$ cat config.mk
export PLATFORM = sky130hd
export DESIGN_NAME = alarm_timer
export DESIGN_NICKNAME = d
export VERILOG_FILES = /design/src/rtl/alarm_timer.sv
export SDC_FILE = /design/constraint.sdc
export NUM_CORES = 1
export LEC_CHECK = 0
export ABC_AREA = 1
export BUFFER_PORTS_ARGS = -buffer_cell sky130_fd_sc_hd__buf_2
export CAP_MARGIN = 20
export CORE_ASPECT_RATIO = 1.1
export CORE_MARGIN = 3
export CORE_UTILIZATION = 50
export CTS_CLUSTER_DIAMETER = 100
export DETAILED_ROUTE_END_ITERATION = 7
export GPL_ROUTABILITY_DRIVEN = 0
export GPL_TIMING_DRIVEN = 1
export PLACE_DENSITY = 0.79
export SLEW_MARGIN = 20
export SYNTH_ARGS = -nofsm -noshare
export SYNTH_HDL_FRONTEND = slang
export SYNTH_SLANG_ARGS = --single-unit
$ cat constraint.sdc
create_clock -name clock -period 1.68 [get_ports clock]
set_input_delay 0.084 -clock clock [delete_from_list [all_inputs] [get_ports clock]]
set_output_delay 0.084 -clock clock [all_outputs]
set_load 0.02 [all_outputs]
$ cat src/rtl/alarm_timer.sv
// Purpose : countdown timer for the alarm FSM; loads a seconds value and pulses expired at zero.
// Latency : start -> busy/remaining next cycle; expired N*CLK_FREQ edges after start (next cycle if N=0).
// Backpressure: none; start_timer is accepted in every state and always restarts the count.
//
// Ports:
//   clock, reset        : rising-edge clock, synchronous active-high reset
//   start_timer, value  : one-cycle load request and seconds to count
//   pause               : freezes the countdown (only with `define TIMER_PAUSE_EN)
//   expired             : one-cycle pulse when the count reaches zero
//   busy                : high while counting
//   remaining           : seconds left (registered, holds after expiry)
//   one_hz_enable       : divider tick, one cycle per CLK_FREQ cycles while counting
//
// Optional feature macro: TIMER_PAUSE_EN (adds the pause input).

module alarm_timer #(
  parameter int CLK_FREQ = 27000000,
  parameter int TIME_W   = 4
) (
  input  logic              clock,
  input  logic              reset,
  input  logic              start_timer,
  input  logic [TIME_W-1:0] value,
`ifdef TIMER_PAUSE_EN
  input  logic              pause,
`endif
  output logic              expired,
  output logic              busy,
  output logic [TIME_W-1:0] remaining,
  output logic              one_hz_enable
);

  localparam int DIV_W = (CLK_FREQ > 1) ? $clog2(CLK_FREQ) : 1;
  localparam logic [DIV_W-1:0] DIV_LAST = DIV_W'(CLK_FREQ - 1);

  typedef enum logic [1:0] {
    IDLE   = 2'd0,
    COUNT  = 2'd1,
    EXPIRE = 2'd2
  } state_t;

  state_t            state;
  state_t            state_n;
  logic [DIV_W-1:0]  divider;
  logic [DIV_W-1:0]  divider_n;
  logic [TIME_W-1:0] remaining_n;
  logic              hold;

`ifdef TIMER_PAUSE_EN
  assign hold = pause;
`else
  assign hold = 1'b0;
`endif

  // The tick is a decode of registered state; pause suppresses it in the same
  // cycle so a frozen divider sitting at its last value never fires.
  assign one_hz_enable = (state == COUNT) && (divider == DIV_LAST) && !hold;

  always_comb begin
    state_n     = state;
    divider_n   = divider;
    remaining_n = remaining;
    if (start_timer) begin
      // A start always wins, including over pause and over an EXPIRE cycle.
      remaining_n = value;
      divider_n   = '0;
      state_n     = (value != '0) ? COUNT : EXPIRE;
    end else begin
      case (state)
        COUNT: begin
          if (!hold) begin
            if (divider == DIV_LAST) begin
              divider_n = '0;
              // Treat <=1 as the last second so the count can never wrap.
              if (remaining <= TIME_W'(1)) begin
                remaining_n = '0;
                state_n     = EXPIRE;
              end else begin
                remaining_n = remaining - TIME_W'(1);
              end
            end else begin
              divider_n = divider + DIV_W'(1);
            end
          end
        end
        EXPIRE: begin
          divider_n = '0;
          state_n   = IDLE;
        end
        default: begin
          divider_n = '0;
          state_n   = IDLE;
        end
      endcase
    end
  end

  always_ff @(posedge clock) begin
    if (reset) begin
      state     <= IDLE;
      divider   <= '0;
      remaining <= '0;
      busy      <= 1'b0;
      expired   <= 1'b0;
    end else begin
      state     <= state_n;
      divider   <= divider_n;
      remaining <= remaining_n;
      busy      <= (state_n == COUNT);
      expired   <= (state_n == EXPIRE);
    end
  end

endmodule

Word level (Yosys, flattened, before mapping):

Cells that the tools add are included.

* add/subtract/negate cells: 2
* $lt $le $gt $ge: 1
* equal/unequal tests: 4
* mux-type cells: 9
* bitwise operators: 1
* reductions and logical operators: 6

Operator list (count)
* $add A25 B1 Y25 const B: 1
* $eq A25 B25 Y1 const B: 1
* $mux W4: 4
* $mux W2: 5
* $eq A2 B1 Y1 const B: 2
* $le A4 B1 Y1 const B: 1
* $reduce_bool A2 Y1: 2
* $reduce_bool A4 Y1: 1
* $reduce_or A4 Y1: 1
* $sub A4 B1 Y4 const B: 1
* $eq A2 B2 Y1 const B: 1
* $reduce_and A2 Y1: 1
* $logic_and A1 B1 Y1: 1
* $not A1 Y1: 1

* register bits after elaboration: 33
* bits of input ports: 7
* output and inout bits: 7
* word-level logic and storage cells: 28

Logic depth before layout (Yosys ltp):

Gate-level depths: netlist (run 1).

* depth in word-level cells: 6
* depth in mapped cells: 10

Least setup slack after synthesis (run 1):

No wires, ideal clock.

* kind: register to register
* from: register divider[0]
* to: register divider[16]
* setup time: 115 ps
* arrival time: 1357 ps
* data required time: 1565 ps
* path slack: 208 ps
* cell stages (with the launch flop): 10
* path buffers: 1
* clock period less this slack: 1472 ps
* cells stage by stage: dfxtp_1 > ha_1 > nand2_2 > nor2_8 > inv_2 > nor2_2 > nand2_2 > nand3_4 > buf_8 > nor2_2

* cells in the longest elaborated chain, start to end: 2
* elaborated cells on any way between the ends: 3
* classes of those cells: add/sub (1); eq/ne (1); reduce/logical (1)

RTL lines
* start: declaration: RTL line 44 `logic [DIV_W-1:0] divider;`
* start signal: assignment: RTL line 107 `divider <= divider_n;`
* parallel branches: the longest is 2 deep, another holds $add A25 B1 Y25

Several ways; the timed one is not identified.
A chain may end at the register's enable or synchronous reset.

Final worst setup path (run 1):

* from: register divider[1]
* to: register divider[7]

The elaborated chain is that of the path after synthesis.

==> metrics.md, run 1 <==
| Metric | Value |
|---|---|
| Synth Area in Compound Gates | `6.97%` |
| I/O Buffers | `13` |
| Layout cells sized above 1 | `29.9%` |
| Initial antenna violation count | `0` |
| Power per cell area | `665 mW/mm^2` |
| Worst min-delay path class | `input pin to flop` |
| Mapped Cells | `262` |
| Row count | `23` |
| Largest net degree at the start of global routing | `12` |
| NetSw | `0.373 mW` |
| Clock Skew | `0.00642 ns` |
| Worst-path maximum fanout | `7` |
| DR iter-0 viols | `105` |
| Critical path type | `flop to flop` |
| YS warnings | `0` |
| Largest family of logic cells by synthesized area | `simple AND/OR/NAND/NOR gates` |
| Xor/xnor cell area share of the yosys netlist | `between 5 and 6%` |
| Post-route DRC | `0` |
| Adder-cell share of the synthesized area | `1.92%` |
| Proportion of power drawn by the clock network | `38.1%` |
| Clk slew on worst S/H paths | `approximately 0.070 ns` |
| Mux share of post-synthesis cell area | `0%` |
| Fin crit period | `1.58 ns` |
| Vias per Instance | `4.99` |
| Antenna Cells | `0` |
| Final net count | `300` |
| Worst skew pair latency | `0.29 ns` |
| Critical path arrival | `around 1.8 ns` |
| Htree depth | `2` |
| Req. time, crit path | `1.86 ns` |
| I/O Pins | `14` |
| Slew headroom | `77.4%` |
| P_int | `~1.1 mW` |
| Synthesis-to-layout area growth | `16.1%` |
| Sequential share of power | `53.4%` |
| Post-Syn Nets | `272` |
| Max-cap violations | `0` |
| Post-Place Worst Slack | `0.123 ns` |
| Core box area | `0.00371 mm^2` |
| Root Buffer Master | `clkbuf_8` |
| CP endpoint kind | `flop` |
| DR vias | `1700` |
| Peak supply drop | `0.372 mV` |
| Routed WL | `a little over 4 mm` |
| Worst slew pin tran | `around 0.34 ns` |
| Final Max Tran Viols | `0` |
| First-pass GRT wire length | `~7 mm` |
| Fmax achieved | `635 MHz` |
| Synth Area in Simple Gates | `approximately 43%` |
| Static Leak | `roughly 0.81 nW` |
| CTS buffer count | `5` |
| Comb power frac | `8.5%` |
| Mean Syn Cell Area | `between 7 and 8 um^2` |
| Grt ovf | `0` |
| CTS Buffer Depth | `2` |
| Yosys cell types | `29` |
| Final setup fails | `0` |
| Antenna Nets Post-Route | `0` |
| TritonCTS clock tree | `built` |
| Initial Util | `around 53%` |
| Final hold violations | `0` |
| DP HPWL | `around 3.2 mm` |
| Chip height | `71.6 um` |
| Final setup margin | `around 0.10 ns` |
| Final cycle utilization of the critical path | `93.8%` |
| DR pass1 iterations | `6` |
| Fin util | `61.1%` |
| Tot GR Track Use | `19.6%` |
| Die Wd | `65.6 um` |
| Worst Setup Start Kind | `flop` |
| Register area share after synthesis | `33.8%` |
| Status | `finished, final reports clean` |
| Netlist Area Pre-Place | `just under 0.002 mm^2` |
| Number of global-route vias before repair | `1608` |
| Number of synthesized register bits | `33` |
| Clk sinks | `33` |
| Die area | `0.00470 mm^2` |
| Post-DR wirelength/cell | `12.0 um` |
| Sw Share | `approximately a quarter` |
## area by class of cell
type | count | area, um^2
clock buffer | 6 | 72.6
clock inverter | 2 | 10.0
fill | 330 | 1440
inverter | 34 | 128
multi-input combinational | 192 | 1140
sequential | 33 | 662
tap | 50 | 62.6
timing repair buffer | 24 | 196
## cells in the mapped netlist, drive strengths merged
library cell | instances | area share, %
o31ai | 1 | 0.38
xnor2 | 5 | 2.2
nand2 | 61 | 13
a21oi | 14 | 4.9
ha | 3 | 1.9
nand4 | 6 | 1.9
buf | 3 | 1.7
nor3b | 2 | 0.77
and2 | 1 | 0.32
o22ai | 2 | 0.64
o21ai | 4 | 1.0
nor2 | 53 | 15
dfxtp | 33 | 34
xor2 | 8 | 3.6
nand3 | 19 | 8.2
inv | 34 | 6.5
nand3b | 2 | 0.77
nor3 | 11 | 3.1
## sequential cells by signal, summed over array words and instances, names as in the netlist
signal	flops
state	2
remaining	4
expired	1
divider	25
busy	1
## cell families after synthesis
family	after synthesis
AND/OR/NAND/NOR	155
buffers and inverters	37
flip-flops	33
AO/OA/AOI/OAI	21
XOR/XNOR	13
adder cells (fa/ha/maj)	3
## timing repair
action,in CTS,in global routing
endpoints found under the setup margin,1,21
hold endpoints to repair,0,0
resized for setup,2,3
gates cloned,0,1
pin swaps,1,1
setup buffers,1,4
hold buffers,0,0
## per-stage QoR
stage | std cells | area [um^2] | total power, mW | TNS (ns) | hold slack, ns
floorplan | 262 | 1960 | 0.910 | 0 | 0.304
global placement | 327 | 2110 | 0.942 | 0 | 0.371
detailed placement | 327 | 2110 | 0.945 | 0 | 0.377
CTS | 336 | 2210 | 1.52 | 0 | 0.0593
global route | 341 | 2270 | 1.58 | -0.0835 | 0.0640
finish | 341 | 2270 | 1.51 | 0 | 0.0629
## cell usage in the layout, fill, tap and decap left out, drive strengths merged
| cell | synthesis | layout |
|---|---|---|
| ha | 3 | 3 |
| nor2 | 53 | 53 |
| dfxtp | 33 | 33 |
| nand3 | 19 | 19 |
| clkinv | 0 | 2 |
| nor3 | 11 | 11 |
| xor2 | 8 | 8 |
| buf | 3 | 23 |
| o21ai | 4 | 4 |
| a21oi | 14 | 14 |
| o22ai | 2 | 2 |
| inv | 34 | 34 |
| o31ai | 1 | 1 |
| nand2 | 61 | 61 |
| and2 | 1 | 1 |
| nor3b | 2 | 2 |
| clkbuf | 0 | 7 |
| xnor2 | 5 | 5 |
| nand4 | 6 | 6 |
| nand3b | 2 | 2 |
## worst paths after layout
kind | startpoint | endpoint | slack, ns | cells past startpoint
hold reg to reg | divider[24]$_SDFF_PP0_ | divider[24]$_SDFF_PP0_ | 0.48 | 2
setup / recovery | divider[1]$_SDFF_PP0_ | divider[7]$_SDFF_PP0_ | 0.10 | 10
hold / removal | reset | remaining[0]$_SDFFE_PP0P_ | 0.06 | 2
setup reg to reg | divider[1]$_SDFF_PP0_ | divider[7]$_SDFF_PP0_ | 0.10 | 10
## power groups by stage
stage / registers, mW / clock network, mW / logic [mW]
global route: 0.807 / 0.635 / 0.143
detailed placement: 0.824 / 0 / 0.121
global placement: 0.823 / 0 / 0.119
finish: 0.806 / 0.574 / 0.129
floorplan: 0.836 / 0 / 0.0747
CTS: 0.806 / 0.596 / 0.122
## worst max-delay path, stage by stage, from the launching register on
cell       delay, ns
dfxtp_2         0.35
ha_2            0.19
nand2_2         0.10
nor2_8          0.12
buf_6           0.13
inv_2           0.04
nor2_2          0.10
nand2_2         0.08
nand3_4         0.15
clkbuf_16       0.18
nor2_2          0.03
## layer usage
| metal | share of wire, % | track usage, % | wire length, um |
|---|---|---|---|
| met5 | 0 | 0 | 0 |
| met4 | 2.9 | 11.1 | 117 |
| met3 | 3.9 | 4.86 | 159 |
| met2 | 49 | 32.0 | 2000 |
| met1 | 44 | 23.3 | 1810 |
(Power assumes the default switching activity.)
==> run 2: changes to the inputs <==
--- a/config.mk
+++ b/config.mk
@@ -16,6 +16,7 @@
 export GPL_ROUTABILITY_DRIVEN = 0
 export GPL_TIMING_DRIVEN = 1
 export PLACE_DENSITY = 0.79
+export RECOVER_POWER = 100
 export SLEW_MARGIN = 20
 export SYNTH_ARGS = -nofsm -noshare
 export SYNTH_HDL_FRONTEND = slang
==> run 2 against run 1 <==
Maximum frequency unchanged. Count of clock-buffer cells in the layout unchanged. Highest routed layer unchanged. Die area unchanged. Routed wire length about the same. Critical path depth unchanged. Sequential cell count unchanged. Critical endpoint unchanged. Design area decreased by 0.33%. Cell count unchanged. Hold slack about the same. Sequential power about the same.
==> metrics.md, run 2 (synthesis gave the netlist of run 1 again) <==
| Metric | Value |
|---|---|
| Chip height | `71.6 um` |
| Power per cell area | `666 mW/mm^2` |
| Initial Util | `52.7%` |
| Clk slew on worst S/H paths | `0.07 ns` |
| Antenna Cells | `0` |
| Fmax achieved | `635 MHz` |
| CTS Buffer Depth | `2` |
| Dpl cells | `327` |
| Tot GR Track Use | `about a fifth` |
| Worst Setup Start Kind | `flop` |
| Max-cap violations | `0` |
| Number of global-route vias before repair | `between 1500 and 2000` |
| Commonest non-fill, non-tap cell in the layout | `nand2_1` |
| Comb power frac | `8.4%` |
| Fin crit period | `about 1.6 ns` |
| Worst R2R Start | `divider[1]$_SDFF_PP0_` |
| Final Max Tran Viols | `0` |
| Worst-path maximum fanout | `7` |
| Final setup fails | `0` |
| Fin area | `0.00226 mm^2` |
| DR vias | `1702` |
| Clock Skew | `between 0.006 and 0.007 ns` |
| DP HPWL | `3.15 mm` |
| First-pass GRT wire length | `7.08 mm` |
| Final setup margin | `0.105 ns` |
| Fin util | `60.9%` |
| Core box area | `about 0.0037 mm^2` |
| DR pass1 iterations | `6` |
| Final net count | `300` |
| Peak supply drop | `between 0.3 and 0.4 mV` |
| Synthesis-to-layout area growth | `15.7%` |
| Root Buffer Master | `clkbuf_8` |
| Grt ovf | `0` |
| Max reg flops | `25` |
| Final cycle utilization of the critical path | `between 90 and 100%` |
| Most frequent cells in the layout | `nand2_1, dfxtp_1, inv_1, nor2_1, nor2_2` |
| Antenna Nets Post-Route | `0` |
| Worst skew pair latency | `0.29 ns` |
| Most flops, register | `divider` |
| I/O Pins | `14` |
| Critical path type | `flop to flop` |
| Worst min-delay path class | `input pin to flop` |
| Die area | `around 0.0047 mm^2` |
| Top flop regs | `divider (25), remaining (4), state (2)` |
| Worst slew pin tran | `0.335 ns` |
| I/O Buffers | `13` |
| Static Leak | `0.789 nW` |
| Post-Place Worst Slack | `0.123 ns` |
| Die Wd | `65.6 um` |
| Post-DR wirelength/cell | `12.0 um` |
| Placed Area | `0.00211 mm^2` |
| Row count | `23` |
| Slew headroom | `a little under 80%` |
| Vias per Instance | `4.99` |
| Initial antenna violation count | `0` |
| Critical path arrival | `around 1.8 ns` |
| CP endpoint kind | `flop` |
| Htree depth | `2` |
| DR iter-0 viols | `103` |
| Crit path launch | `divider[1]$_SDFF_PP0_` |
| Sequential share of power | `a little over half` |
| Post-route DRC | `0` |
| Non-Filler Instances | `341` |
| Status | `finished, final reports clean` |
| Critical hold path startpoint | `reset` |
| NetSw | `~0.37 mW` |
| Largest net degree at the start of global routing | `12` |
| Sw Share | `24.8%` |
| TritonCTS clock tree | `built` |
| Proportion of power drawn by the clock network | `a little under two fifths` |
| Clk sinks | `33` |
| Req. time, crit path | `1.86 ns` |
| CTS buffer count | `5` |
| Routed WL | `slightly above 4 mm` |
| Final hold violations | `0` |
| P_int | `1.13 mW` |
| Layout cells sized above 1 | `27.8%` |
| Setup_tns | `0 ns` |
[run 2: cell count changes in the layout (fill, tap and decap cells not counted), sizes merged]
cell,previous run,this run
buf,23,17
clkbuf,7,13
[run 2: layout make-up]
class	instances	area [um^2]
Inverter	34	128
Clock buffer	6	72.6
Timing Repair Buffer	24	189
Sequential cell	33	662
Clock inverter	2	10.0
Tap cell	50	62.6
Fill cell	335	1450
Multi-Input combinational cell	192	1140
[run 2: worst max-delay path, stage by stage, from the launching register on]
cell and delay, ns:
dfxtp_2 0.35, ha_2 0.19, nand2_2 0.10, nor2_8 0.12, buf_6 0.13, inv_2 0.04, nor2_2 0.10, nand2_2 0.08
nand3_4 0.15, clkbuf_16 0.18, nor2_2 0.03
[run 2: stage by stage]
step	power (mW)	hold WS (ns)
after floorplan	0.910	0.304
after global placement	0.942	0.371
after detailed placement	0.945	0.377
after CTS	1.52	0.0593
after global routing	1.58	0.0640
final	1.51	0.0629
[run 2: timing repair]
action	4_1_cts	5_1_grt
pin swaps	1	1
endpoints found under the setup margin	1	21
hold buffers	0	0
resized for setup	2	3
hold endpoints to repair	0	0
cloned	0	1
setup buffers	1	4
[run 2: worst paths after layout]
kind / to / slack [ns] / depth (start not counted)
worst min-delay path: remaining[0]$_SDFFE_PP0P_ / 0.06 / 2
worst min register to register: divider[24]$_SDFF_PP0_ / 0.48 / 2
worst max-delay path: divider[7]$_SDFF_PP0_ / 0.10 / 10
worst max register to register: divider[7]$_SDFF_PP0_ / 0.10 / 10
[run 2: power groups by stage]
stage / registers (mW) / clock network [mW] / logic [mW]
final: 0.806 / 0.574 / 0.126
after CTS: 0.806 / 0.596 / 0.122
after global placement: 0.823 / 0 / 0.119
after detailed placement: 0.824 / 0 / 0.121
after global routing: 0.807 / 0.635 / 0.140
after floorplan: 0.836 / 0 / 0.0747
[run 2: metal layers]
layer	GRT usage, %	share of wire (%)	vias to the layer above
met5	0	0	-
met1	23.3	44	759
met4	11.1	2.9	0
met2	32.0	49	44
li1	-	-	889
met3	4.86	3.8	10
==> run 3: changes to the inputs <==
--- a/config.mk
+++ b/config.mk
@@ -15,6 +15,7 @@
 export DETAILED_ROUTE_END_ITERATION = 7
 export GPL_ROUTABILITY_DRIVEN = 0
 export GPL_TIMING_DRIVEN = 1
+export MAX_ROUTING_LAYER = met4
 export PLACE_DENSITY = 0.79
 export RECOVER_POWER = 100
 export SLEW_MARGIN = 20
==> run 3 against run 2 <==
Cell count stayed put. Highest routed layer unchanged. Register-to-register slack hardly changed. Sequential share of layout area stayed put. Critical path depth stayed put. Critical path type unchanged. Hold slack hardly changed. Largest cell class unchanged.
==> metrics.md, run 3 (synthesis gave the netlist of run 1 again) <==
| Metric | Value |
|---|---|
| Most flops, register | `divider` |
| Layout fillers | `between 300 and 400` |
| I/O Pins | `14` |
| Critical path arrival | `roughly 1.8 ns` |
| Worst-path maximum fanout | `7` |
| Final setup fails | `0` |
| Comb power frac | `8.4%` |
| Worst min-delay path class | `input pin to flop` |
| Final Max Tran Viols | `0` |
| Die area | `0.00470 mm^2` |
| I/O Buffers | `13` |
| Proportion of power drawn by the clock network | `38.2%` |
| Commonest non-fill, non-tap cell in the layout | `nand2_1` |
| P_int | `approximately 1.1 mW` |
| Antenna Nets Post-Route | `0` |
| Vias per Instance | `roughly 5` |
| Status | `finished, final reports clean` |
| Max reg flops | `25` |
| Req. time, crit path | `1.86 ns` |
| Tot GR Track Use | `20.2%` |
| Worst r2r dst | `divider[7]$_SDFF_PP0_` |
| Grt ovf | `0` |
| DR vias | `1700` |
| Peak supply drop | `0.371 mV` |
| Placed Area | `0.00211 mm^2` |
| Worst R2R Start | `divider[1]$_SDFF_PP0_` |
| Critical hold path startpoint | `reset` |
| Sequential share of power | `53.4%` |
| Post-route DRC | `0` |
| Clock Skew | `0.00686 ns` |
| Final hold violations | `0` |
| Fin crit period | `roughly 1.6 ns` |
| Critical path type | `flop to flop` |
| Number of global-route vias before repair | `1609` |
| Worst hold path cell count | `2` |
| Routed WL | `4.11 mm` |
| NetSw | `0.376 mW` |
| CTS buffer count | `5` |
| Final net count | `300` |
| Worst skew pair latency | `~0.29 ns` |
| TritonCTS clock tree | `built` |
| Sw Share | `24.9%` |
| Initial Util | `52.7%` |
| Die Wd | `about 66 um` |
| DR pass1 iterations | `5` |
| Final cycle utilization of the critical path | `93.9%` |
| DP HPWL | `3.15 mm` |
| Synthesis-to-layout area growth | `15.7%` |
| Chip height | `between 70 and 80 um` |
| DR iter-0 viols | `108` |
| Antenna Cells | `0` |
| Post-DR wirelength/cell | `between 10 and 15 um` |
| Clk sinks | `33` |
| Top flop regs | `divider (25), remaining (4), state (2)` |
| Fin area | `0.00226 mm^2` |
| Row count | `23` |
| Slack of the worst reg-to-reg path | `0.10 ns` |
| Root Buffer Master | `clkbuf_8` |
| Fmax achieved | `634 MHz` |
| Clk slew on worst S/H paths | `0.07 ns` |
| Worst slew pin tran | `0.336 ns` |
| Core box area | `roughly 0.0037 mm^2` |
| Worst Setup Start Kind | `flop` |
| Final hold slack | `0.0633 ns` |
| Power per cell area | `667 mW/mm^2` |
| Hold EP | `remaining[0]$_SDFFE_PP0P_` |
| Max-cap violations | `0` |
| Static Leak | `0.789 nW` |
| Non-Filler Instances | `341` |
| Initial antenna violation count | `0` |
| Largest net degree at the start of global routing | `12` |
| Layout cells sized above 1 | `27.8%` |
| Setup_tns | `0 ns` |
| First-pass GRT wire length | `~7 mm` |
| Most frequent cells in the layout | `nand2_1, dfxtp_1, inv_1, nor2_1, nor2_2` |
| Dpl cells | `approximately 330` |
| CP endpoint kind | `flop` |
| Slew headroom | `77.4%` |
| R2R cell count | `10` |
| Htree depth | `2` |
| CTS Buffer Depth | `2` |
## run 3: cell type report
cell class / count / area, um^2 / area share, %
clock inverters: 2 / 10.0 / 0.442
inverters: 34 / 128 / 5.64
well taps: 50 / 62.6 / 2.77
clock buffers: 6 / 72.6 / 3.21
repair buffers: 24 / 189 / 8.35
flip-flops and latches: 33 / 662 / 29.3
multi-input cells: 192 / 1140 / 50.3
## run 3: repair_timing
item | in CTS | in global routing
gates cloned | 0 | 1
setup buffers | 1 | 4
hold buffers | 0 | 0
endpoints found under the hold margin | 0 | 0
resized for setup | 2 | 3
endpoints found under the setup margin | 1 | 21
pin swaps | 1 | 1
## run 3: power by group through the flow
stage	logic, mW	clock network [mW]	registers [mW]
3_5_place_dp	0.121	0	0.824
6_report	0.126	0.577	0.806
5_1_grt	0.140	0.635	0.807
2_1_floorplan	0.0747	0	0.836
4_1_cts	0.122	0.596	0.806
3_3_place_gp	0.119	0	0.823
## run 3: per-stage QoR
| stage | util (%) | power (mW) | setup WS (ns) |
|---|---|---|---|
| after floorplan | - | 0.910 | 0.208 |
| after global placement | 56.9 | 0.942 | 0.182 |
| after detailed placement | 56.9 | 0.945 | 0.123 |
| after CTS | 59.4 | 1.52 | 0.00535 |
| after global routing | 60.9 | 1.58 | -0.0156 |
| final | 60.9 | 1.51 | 0.102 |
## run 3: worst max-delay path, stage by stage (launching register included)
cell       delay [ns]
dfxtp_2          0.35
ha_2             0.19
nand2_2          0.10
nor2_8           0.12
buf_6            0.13
inv_2            0.04
nor2_2           0.10
nand2_2          0.08
nand3_4          0.15
clkbuf_16        0.18
nor2_2           0.03
## run 3: worst max path at each step
stage,from,endpoint
after floorplan,divider[0]$_SDFF_PP0_,divider[16]$_SDFF_PP0_
after global placement,divider[1]$_SDFF_PP0_,divider[19]$_SDFF_PP0_
after detailed placement,divider[1]$_SDFF_PP0_,divider[19]$_SDFF_PP0_
after CTS,divider[1]$_SDFF_PP0_,one_hz_enable
after global routing,divider[1]$_SDFF_PP0_,divider[17]$_SDFF_PP0_
final,divider[1]$_SDFF_PP0_,divider[7]$_SDFF_PP0_
## run 3: per-layer routing
| layer | vias to the layer above | wire length [um] | track usage (%) |
|---|---|---|---|
| li1 | 890 | - | - |
| met1 | 759 | 1820 | 23.3 |
| met2 | 42 | 2020 | 32.0 |
| met3 | 9 | 152 | 4.86 |
| met4 | 0 | 113 | 11.1 |
| met5 | - | 0 | - |
